### src/rtl/pc_seq_pkg.sv
// Shared encodings for the 6502 program-counter sequencer: command codes,
// sequencer states and default interrupt/reset vector addresses.
package pc_seq_pkg;

    localparam logic [2:0] CMD_NOP    = 3'd0;
    localparam logic [2:0] CMD_INC    = 3'd1;
    localparam logic [2:0] CMD_BRANCH = 3'd2;
    localparam logic [2:0] CMD_JMP    = 3'd3;
    localparam logic [2:0] CMD_PUSH   = 3'd4;
    localparam logic [2:0] CMD_VEC    = 3'd5;

    localparam logic [15:0] DEF_RESET_VECTOR = 16'hFFFC;
    localparam logic [15:0] DEF_IRQ_VECTOR   = 16'hFFFE;
    localparam logic [15:0] DEF_NMI_VECTOR   = 16'hFFFA;

    typedef enum logic [2:0] {
        ST_IDLE,
        ST_BR_FIX,
        ST_JMP_HI,
        ST_PUSH_L,
        ST_VEC_LO,
        ST_VEC_HI
    } pc_state_t;

endpackage

### src/rtl/pc_half_adder.sv
// 8-bit adder with carry-in and carry-out, shared by PC increment, branch
// low-byte arithmetic and the page-fix high-byte adjust.
module pc_half_adder (
    input  logic [7:0] a,
    input  logic [7:0] b,
    input  logic       cin,
    output logic [7:0] sum,
    output logic       cout
);

    assign {cout, sum} = {1'b0, a} + {1'b0, b} + {8'b0, cin};

endmodule

### src/rtl/pc_sequencer.sv
// 6502 program-counter sequencer: owns PC, sequences INC/BRANCH/JMP/PUSH/VEC
// and fetches the reset vector after RES. Define PC_BRANCH_PAGEFIX_EN for the
// NMOS extra cycle on page-crossing branches.
module pc_sequencer
    import pc_seq_pkg::*;
#(
    parameter logic [15:0] RESET_VECTOR = DEF_RESET_VECTOR,
    parameter logic [15:0] IRQ_VECTOR   = DEF_IRQ_VECTOR,
    parameter logic [15:0] NMI_VECTOR   = DEF_NMI_VECTOR
) (
    input  logic        PHI0,
    input  logic        RES,
    input  logic        n_ready,
    input  logic [2:0]  cmd,
    input  logic        vec_sel,
    input  logic        cmd_valid,
    output logic        cmd_ready,
    input  logic [7:0]  DL,
    output logic [15:0] PC,
    output logic [15:0] ADDR,
    output logic [7:0]  DB,
    output logic        PCH_DB,
    output logic        PCL_DB,
    output logic        PCL_ADL,
    output logic        PCH_ADH,
    output logic        busy
);

    pc_state_t   state;
    logic [15:0] pc;
    logic [15:0] vec_base;
    logic [7:0]  temp_lo;
    logic        accept;
    logic        push_accept;
    logic        vec_phase;

    logic [7:0]  add_a;
    logic [7:0]  add_b;
    logic        add_cin;
    logic [7:0]  add_sum;
    logic        add_cout;

`ifdef PC_BRANCH_PAGEFIX_EN
    logic        br_dn;
`endif

    pc_half_adder u_add (
        .a    (add_a),
        .b    (add_b),
        .cin  (add_cin),
        .sum  (add_sum),
        .cout (add_cout)
    );

    // Adder defaults to PCL+1 (INC); BRANCH adds DL; BR_FIX adjusts PCH by +/-1.
    always_comb begin
        add_a   = pc[7:0];
        add_b   = '0;
        add_cin = 1'b1;
        if (cmd == CMD_BRANCH) begin
            add_b   = DL;
            add_cin = 1'b0;
        end
`ifdef PC_BRANCH_PAGEFIX_EN
        if (state == ST_BR_FIX) begin
            add_a   = pc[15:8];
            add_b   = {8{br_dn}};
            add_cin = ~br_dn;
        end
`endif
    end

    always_ff @(posedge PHI0) begin
        if (RES) begin
            state    <= ST_VEC_LO;
            pc       <= '0;
            temp_lo  <= '0;
            vec_base <= RESET_VECTOR;
`ifdef PC_BRANCH_PAGEFIX_EN
            br_dn    <= 1'b0;
`endif
        end else if (!n_ready) begin
            unique case (state)
                ST_IDLE: begin
                    if (cmd_valid) begin
                        case (cmd)
                            CMD_INC:
                                pc <= {pc[15:8] + {7'b0, add_cout}, add_sum};
                            CMD_BRANCH: begin
`ifdef PC_BRANCH_PAGEFIX_EN
                                pc[7:0] <= add_sum;
                                // Carry disagreeing with the offset sign means PCH must move.
                                if (add_cout ^ DL[7]) begin
                                    br_dn <= DL[7];
                                    state <= ST_BR_FIX;
                                end
`else
                                pc <= {pc[15:8] + {8{DL[7]}} + {7'b0, add_cout}, add_sum};
`endif
                            end
                            CMD_JMP: begin
                                temp_lo <= DL;
                                state   <= ST_JMP_HI;
                            end
                            CMD_PUSH:
                                state <= ST_PUSH_L;
                            CMD_VEC: begin
                                vec_base <= vec_sel ? NMI_VECTOR : IRQ_VECTOR;
                                state    <= ST_VEC_LO;
                            end
                            default: ;
                        endcase
                    end
                end
                ST_BR_FIX: begin
`ifdef PC_BRANCH_PAGEFIX_EN
                    pc[15:8] <= add_sum;
`endif
                    state <= ST_IDLE;
                end
                ST_JMP_HI: begin
                    pc    <= {DL, temp_lo};
                    state <= ST_IDLE;
                end
                ST_PUSH_L:
                    state <= ST_IDLE;
                ST_VEC_LO: begin
                    temp_lo <= DL;
                    state   <= ST_VEC_HI;
                end
                ST_VEC_HI: begin
                    pc    <= {DL, temp_lo};
                    state <= ST_IDLE;
                end
            endcase
        end
    end

    assign cmd_ready   = (state == ST_IDLE) & ~n_ready & ~RES;
    assign accept      = cmd_valid & cmd_ready;
    assign push_accept = accept & (cmd == CMD_PUSH);
    assign vec_phase   = (state == ST_VEC_LO) | (state == ST_VEC_HI);

    assign PC      = pc;
    assign busy    = (state != ST_IDLE);
    assign PCL_ADL = ~vec_phase;
    assign PCH_ADH = ~vec_phase;
    assign ADDR    = (state == ST_VEC_LO) ? vec_base :
                     (state == ST_VEC_HI) ? vec_base + 16'd1 : pc;
    assign PCH_DB  = push_accept;
    assign PCL_DB  = (state == ST_PUSH_L);
    assign DB      = push_accept ? pc[15:8] :
                     (state == ST_PUSH_L) ? pc[7:0] : 8'h00;

endmodule

### config.mk
export PLATFORM = sky130hd
export DESIGN_NAME = pc_sequencer
export DESIGN_NICKNAME = d
export VERILOG_FILES = /design/src/rtl/pc_seq_pkg.sv /design/src/rtl/pc_half_adder.sv /design/src/rtl/pc_sequencer.sv
export SDC_FILE = /design/constraint.sdc
export NUM_CORES = 1
export LEC_CHECK = 0
export ABC_AREA = 1
export ABC_CLOCK_PERIOD_IN_PS = 10800
export CAP_MARGIN = 40
export CORE_UTILIZATION = 40
export DETAILED_ROUTE_END_ITERATION = 8
export GPL_ROUTABILITY_DRIVEN = 0
export PLACE_DENSITY = 0.67
export SLEW_MARGIN = 20
export SYNTH_ARGS = -nofsm -noshare
export SYNTH_HDL_FRONTEND = slang
export SYNTH_HIERARCHICAL = 1
export SYNTH_SLANG_ARGS = --single-unit
### constraint.sdc
create_clock -name PHI0 -period 10.8 [get_ports PHI0]
set_input_delay 2.16 -clock PHI0 [delete_from_list [all_inputs] [get_ports PHI0]]
set_output_delay 2.16 -clock PHI0 [all_outputs]
set_load 0.01 [all_outputs]
# Word level (Yosys, flattened, before mapping)
# Index checks and enable logic that the tools add are counted.
# W data, S select, Z words.
dict set report word_totals {
  register_bits 43
  latch_bits 0
  ramBits 0
  romBits 0
  input_bits 16
  output_inout_bits 46
  wordCells 58
  memories 0
}
dict set report op_classes {
  addsub 6
  mul 0
  n_div 0
  n_lt_le_gt_ge 0
  eq_ne 14
  shifts 0
  mux 16
  bitwise 8
  n_reduce_logical 10
}
# operator count
set ops {}
lappend ops {{$pmux W16 S2} 2}
lappend ops {{$mux W16} 3}
lappend ops {{$mux W8} 5}
lappend ops {{$pmux W3 S3} 2}
lappend ops {{$add A16 B1 Y16 const B} 1}
lappend ops {{$add A8 B1 Y8} 2}
lappend ops {{$pmux W8 S2} 1}
lappend ops {{$eq A3 B2 Y1 const B} 4}
lappend ops {{$eq A3 B3 Y1 const B} 4}
lappend ops {{$reduce_and A4 Y1} 3}
lappend ops {{$add A8 B8 Y9} 1}
lappend ops {{$add A9 B1 Y9} 1}
lappend ops {{$add A8 B8 Y8} 1}
lappend ops {{$eq A3 B1 Y1 const B} 2}
lappend ops {{$mux W3} 2}
lappend ops {{$and A1 B1 Y1} 4}
lappend ops {{$ne A4 B1 Y1 const B} 1}
lappend ops {{$reduce_bool A2 Y1} 2}
lappend ops {{$reduce_or A4 Y1} 1}
lappend ops {{$logic_not A3 Y1} 1}
lappend ops {{$ne A3 B2 Y1 const B} 1}
lappend ops {{$not A1 Y1} 3}
lappend ops {{$reduce_and A3 Y1} 1}
lappend ops {{$reduce_bool A3 Y1} 1}
lappend ops {{other kinds (5)} 5}

# Logic depth before layout (Yosys ltp)
dict set report depth {
  ltp_word 8
  mapped_depth 24
}

# Cells and area by module
# The synthesis kept the hierarchy.
# mod n_inst cells_per_inst area_per_inst_um2
set by_module_without_submodules {}
lappend by_module_without_submodules {pc_sequencer 1 360 2227.1}
lappend by_module_without_submodules {pc_half_adder 1 59 351.6}

# Least setup slack after synthesis
# Ideal clock, no wire load.
dict set report synth_timing {
  path_kind {in2reg}
  startpoint {input port cmd[2]}
  endpoint {register pc[9], in the netlist PC[9]}
  setup_ps 70
  t_arrival_ps 5153
  t_required_ps 10730
  setup_slack_ps 5577
  cell_stages 20
  n_path_buf 1
  cell_sequence {inv_1 > nand3_2 > buf_2 > nor2_1 > fa_1 > fa_1 > nand2_1 > nand2_1 > nand3b_1 > nand2_1 > nand2_1 > nand2_1 > fa_1 > inv_1 > fa_1 > o21ai_0 > nand2_1 > o21ai_0 > o21ai_0 > a21oi_1}
}
# element line
set synth_lines {}
lappend synth_lines {{start, declared} pc_sequencer.sv:14} ;# input logic [2:0] cmd,
lappend synth_lines {{$eq A3 B2 Y1 (*)} pc_sequencer.sv:60} ;# if (cmd == CMD_BRANCH) begin
lappend synth_lines {{$mux W1 (*)} pc_sequencer.sv:60}
lappend synth_lines {{named net add_cin} pc_sequencer.sv:39} ;# logic add_cin;
lappend synth_lines {{$add A9 B1 Y9 (*)} pc_half_adder.sv:11} ;# assign {cout, sum} = {1'b0, a} + {1'b0, b} + {8'b0, cin};
lappend synth_lines {{named net add_cout} pc_sequencer.sv:41} ;# logic add_cout;
lappend synth_lines {{$add A8 B1 Y8, on equally long branches} {pc_sequencer.sv:98, pc_sequencer.sv:88}}
lappend synth_lines {{$pmux W16 S2 (*)} pc_sequencer.sv:86} ;# case (cmd)
lappend synth_lines {{$mux W16 (*)} pc_sequencer.sv:85} ;# if (cmd_valid) begin
lappend synth_lines {{$pmux W16 S2 (*)} pc_sequencer.sv:83} ;# unique case (state)
lappend synth_lines {{end signal, assigned} pc_sequencer.sv:88} ;# pc <= {pc[15:8] + {7'b0, add_cout}, add_sum};
lappend synth_lines {{end signal, assigned} pc_sequencer.sv:98} ;# pc <= {pc[15:8] + {8{DL[7]}} + {7'b0, add_cout}, add_sum};
lappend synth_lines {{end signal, assigned} pc_sequencer.sv:122} ;# pc <= {DL, temp_lo};
lappend synth_lines {{end, declared} pc_sequencer.sv:30} ;# logic [15:0] pc;
# The timed path passes the listed nets; every way through them passes the cells marked *. The select of a mux whose other input is x is not followed.
# A chain may end at the register's enable or synchronous reset.

# Worst setup path after layout
dict set report layout_timing {
  startpoint {input port RES}
  endpoint {output port DB[7]}
}
dict set report layout_via {
  elab_chain_cells 5
}
# element line
set layout_lines {}
lappend layout_lines {{start, declared} pc_sequencer.sv:12} ;# input logic RES,
lappend layout_lines {{$not A1 Y1} pc_sequencer.sv:139} ;# assign cmd_ready = (state == ST_IDLE) & ~n_ready & ~RES;
lappend layout_lines {{$and A1 B1 Y1} pc_sequencer.sv:139}
lappend layout_lines {{$and A1 B1 Y1} pc_sequencer.sv:140} ;# assign accept = cmd_valid & cmd_ready;
lappend layout_lines {{$and A1 B1 Y1} pc_sequencer.sv:141} ;# assign push_accept = accept & (cmd == CMD_PUSH);
lappend layout_lines {{$mux W8} pc_sequencer.sv:152} ;# assign DB = push_accept ? pc[15:8] :
lappend layout_lines {{end, declared} pc_sequencer.sv:21} ;# output logic [7:0] DB,
# Every way passes these cells.

==> flow_results.org <==
** Power and ir drop
- Power density over the cells :: 132 mW/mm^2
- Maximum resistive drop on vdd :: 0.102 mV
- Leak pwr :: 1.59 nW

** Cells and area
- In the final design database the tool counted 510 nets.
- Relative to the synthesized area, the layout overhead comes to 29.0%.
- Summing all flip-flop and latch instances after layout gives 581 um^2.
- 0 antenna diodes ended up in the layout.
- Most frequent cells in the layout :: 120 x nand2_1, 64 x inv_1, 61 x clkdlybuf4s50_1
- Summing all multi-input logic gate instances after layout gives 0.00167 mm^2.
- Cell area after layout :: 0.00333 mm^2
- Counting the fill cells in the layout gives 621.
- Leaving out fill and tap cells, the most frequent cell in the layout is nand2_1.
- Share of post-route cells with drive strength above 1 :: 0.0651

** STA
- Unrepaired setup endpoints after global routing :: false
- The clock arrives with 0.00205 ns of skew.
- Based on the critical path, the design can be clocked at up to 0.151 GHz.
- On the final layout, the worst hold slack is 0.465 ns.
- Setup violations remaining at the end of the flow were counted as 0.
- Part of the cycle the worst path needs :: 0.614
- Worst-margin pin slew :: 0.675 ns
- Summed over all failing endpoints, the final setup total negative slack is 0 ns.
- Slew Limit Fails :: 0
- The number of endpoints with negative hold slack in the final report came to 0.
- Headroom to the max-slew limit came out at 0.549.
- Shortest period the worst path allows :: 6.64 ns

** Synthesis
- Of the post-synthesis cell area, the dominant cell type holds 0.225.
- The synthesized netlist contains 36 unique library cells.
- For this run, the register share of the synthesized area comes to 0.225.
- Counting flops and latches in the post-synthesis netlist gives 29.
- For this run, asynchronously set or reset flops after synthesis account for 0.
- Per-instance average area after synthesis :: 6.15 um^2
- Biggest area contributors in the synthesized netlist :: dfxtp_1 23%, nand2_1 17%, inv_1 9.3%, ha_1 7.3%, a21oi_1 6.2%
- Prevailing post-synth register cell :: dfxtp_1
- Yosys mapped a number of flops with a built-in enable equal to 0.
- Summing every instance area after synthesis gives 0.00258 mm^2.
- For this run, the number of Yosys warnings is 6.
- Most area-hungry cell type in the Yosys netlist :: dfxtp_1
- The cell count after synthesis came out at 419.
- Counting every net in the synthesized netlist gives 454.

** CTS
- The number of setup buffers added after CTS is 0.
- CTS tree :: done
- CTS built an H-tree with a depth of 2.
- The clock drives 29 sinks.
- Post-CTS Hold Buffers :: 0
- Quantity of gates resized following cts :: 0
- The root buffer cell chosen for the clock tree is clkbuf_8.
- Clock buffers created by TritonCTS :: 5
- For the worst-skew pair, the clock arrives at the later sink with an insertion delay of 0.28 ns.
- Clock-pin slew was measured on the worst setup and hold paths at 0.06 ns.
- Counting along the longest clock path gives a buffer depth of 2.

** GRT
- Number of antenna violations at the first check in global routing :: 0
- For met2 alone, demand over resource in global routing was 0.392.
- Via count of the first global-routing pass :: 2533
- M1 GR Usage :: 0.306
- Met3 usage in global routing :: 0.0396
- Pin count of the biggest net entering global routing :: 29
- The global routing stage identified its most utilized layer as met2.
- For this run, the total global-route usage over all layers was measured as 0.237.
- Summed over all layers, the global routing overflow is 0.
- The first global-routing pass estimated 12000 um of wire.

** Floorplan
- Row generation in the floorplan step produced 28 rows.
- Core area :: 0.00606 mm^2
- I/O Pins :: 62
- Width of the die :: 82.3 um
- Floorplan die area :: 0.00677 mm^2
- Initial core utilization :: 0.425
- Measured along the y axis, the die boundary spans 82.3 um.

** Route
- Drt via density :: 4.95
- Wires add up to 7430 um.
- Iteration count of the initial detailed-routing pass :: 4
- Via count :: 2726
- In this run the remaining antenna-violating nets after routing total 0.
- After detailed routing, the number of remaining DRC violations is 0.
- Final routed wire length divided by cell count :: 13.5 um
- After the first detailed-routing iteration, the DRC count stood at 142.

** Critical path
- The largest individual stage delay along the critical path comes from the cell clkdlybuf4s50_1.
- Data arrival time of the critical path :: 4.48 ns
- Crit end category :: output port
- The critical path crosses 5 cells after its start point.
- Max incr delay on CP :: 0.61 ns
- The number of cells on the worst reg-to-reg path is 16.
- Cells traversed along the worst timing path :: clkdlybuf4s50_1, inv_1, nand4_2, o22ai_1, clkdlybuf4s50_1
- Top cell family by delay on the critical path :: buffers and inverters
- Crit path buffers/inverters :: 3
- In this design, the critical path's most frequently occurring cell is clkdlybuf4s50_1.
- The worst setup path is launched from a primary input.
- Critical path data required time :: 8.64 ns
- Type of the setup path with the least slack :: in -> out
- Worst-path maximum fanout :: 22

** Place
- Post-DP HPWL :: 5800 um
- Count of buffers inserted at the top-level ports :: 61
- Summing all placed instances gives a cell area of 0.00321 mm^2.

** Outcome
- Run status :: complete, no violations

** Min path
- The worst hold path was traced through 2 stages.
- Kind of path behind the tightest hold check :: reg -> reg

** Job
- Max-cap violations in this run came to 0.
==> state kept, by name, indices dropped and copies added (netlist names) <==
signal    cells
temp_lo       8
PC           16
vec_base      2
state         3
==> worst min-delay path: stages, from the launching register on <==
cell and delay, ns:
dfxtp_1 0.30, inv_1 0.06, a21oi_1 0.06
==> synth_stat cells (2+ instances only) <==
cell type / count
nand3_1: 24
xnor2_1: 2
nand3_2: 2
nor2_1: 37
clkbuf_1: 3
o22ai_1: 9
fa_1: 4
buf_2: 5
nand3b_1: 3
xor2_1: 3
or2_2: 3
o21ai_0: 28
nor2_4: 2
buf_4: 2
o21ai_1: 7
ha_1: 15
buf_6: 2
inv_1: 64
o211ai_1: 2
nand2_1: 120
nand2_2: 2
a21oi_2: 3
dfxtp_1: 29
a21oi_1: 32
inv_2: 5
==> report_power, final <==
part           internal (W)  switching, W  total [W]
registers          0.000121     0.0000149   0.000136
clock network     0.0000751     0.0000431   0.000118
logic             0.0000815      0.000105   0.000187
total              0.000277      0.000163   0.000440
==> layer usage <==
metal  wire length, um  part of all wire
met1              3440              0.46
met4               171             0.023
met2              3460              0.47
met5                 0                 0
met3               349             0.047
==> final cells by class <==
class,count,area share
multi-input combinational,309,0.501
timing repair buffer,61,0.184
sequential,29,0.175
inverter,69,0.0779
tap,75,0.0282
clock buffer,7,0.0260
clock inverter,1,0.00903
==> logic make-up (layout without fill, tap and decap cells) <==
group                      after synthesis  count (layout)  share of synthesized area
and+or+nand+nor                        201             201                      0.343
AOI/OAI and AO/OA                       84              84                      0.182
buffers and inverters                   81             138                      0.129
DFF                                     29              29                      0.225
adders and majority gates               19              19                      0.104
xor gates and xnor gates                 5               5                     0.0170
==> metrics by stage <==
| stage | std cells | worst slack [ns] | power (W) | utilization |
|---|---|---|---|---|
| global route | 551 | 3.96 | 0.000470 | 0.549 |
| CTS | 551 | 4.19 | 0.000442 | 0.549 |
| finish | 551 | 4.16 | 0.000440 | 0.549 |
| detailed placement | 543 | 4.19 | 0.000323 | 0.530 |
| global placement | 543 | 4.27 | 0.000322 | 0.530 |
| floorplan | 419 | 5.58 | 0.000251 | - |
==> worst paths after layout <==
| check | start | endpoint | slack, ns |
|---|---|---|---|
| max | RES | DB[7] | 4.16 |
| min | vec_base[1]$_SDFFE_PP0P_ | vec_base[1]$_SDFFE_PP0P_ | 0.47 |
| max reg2reg | PC[0]$_SDFFE_PP0P_ | PC[9]$_SDFFE_PP0P_ | 7.52 |
| min reg2reg | vec_base[1]$_SDFFE_PP0P_ | vec_base[1]$_SDFFE_PP0P_ | 0.47 |
(Power assumes the default switching activity.)
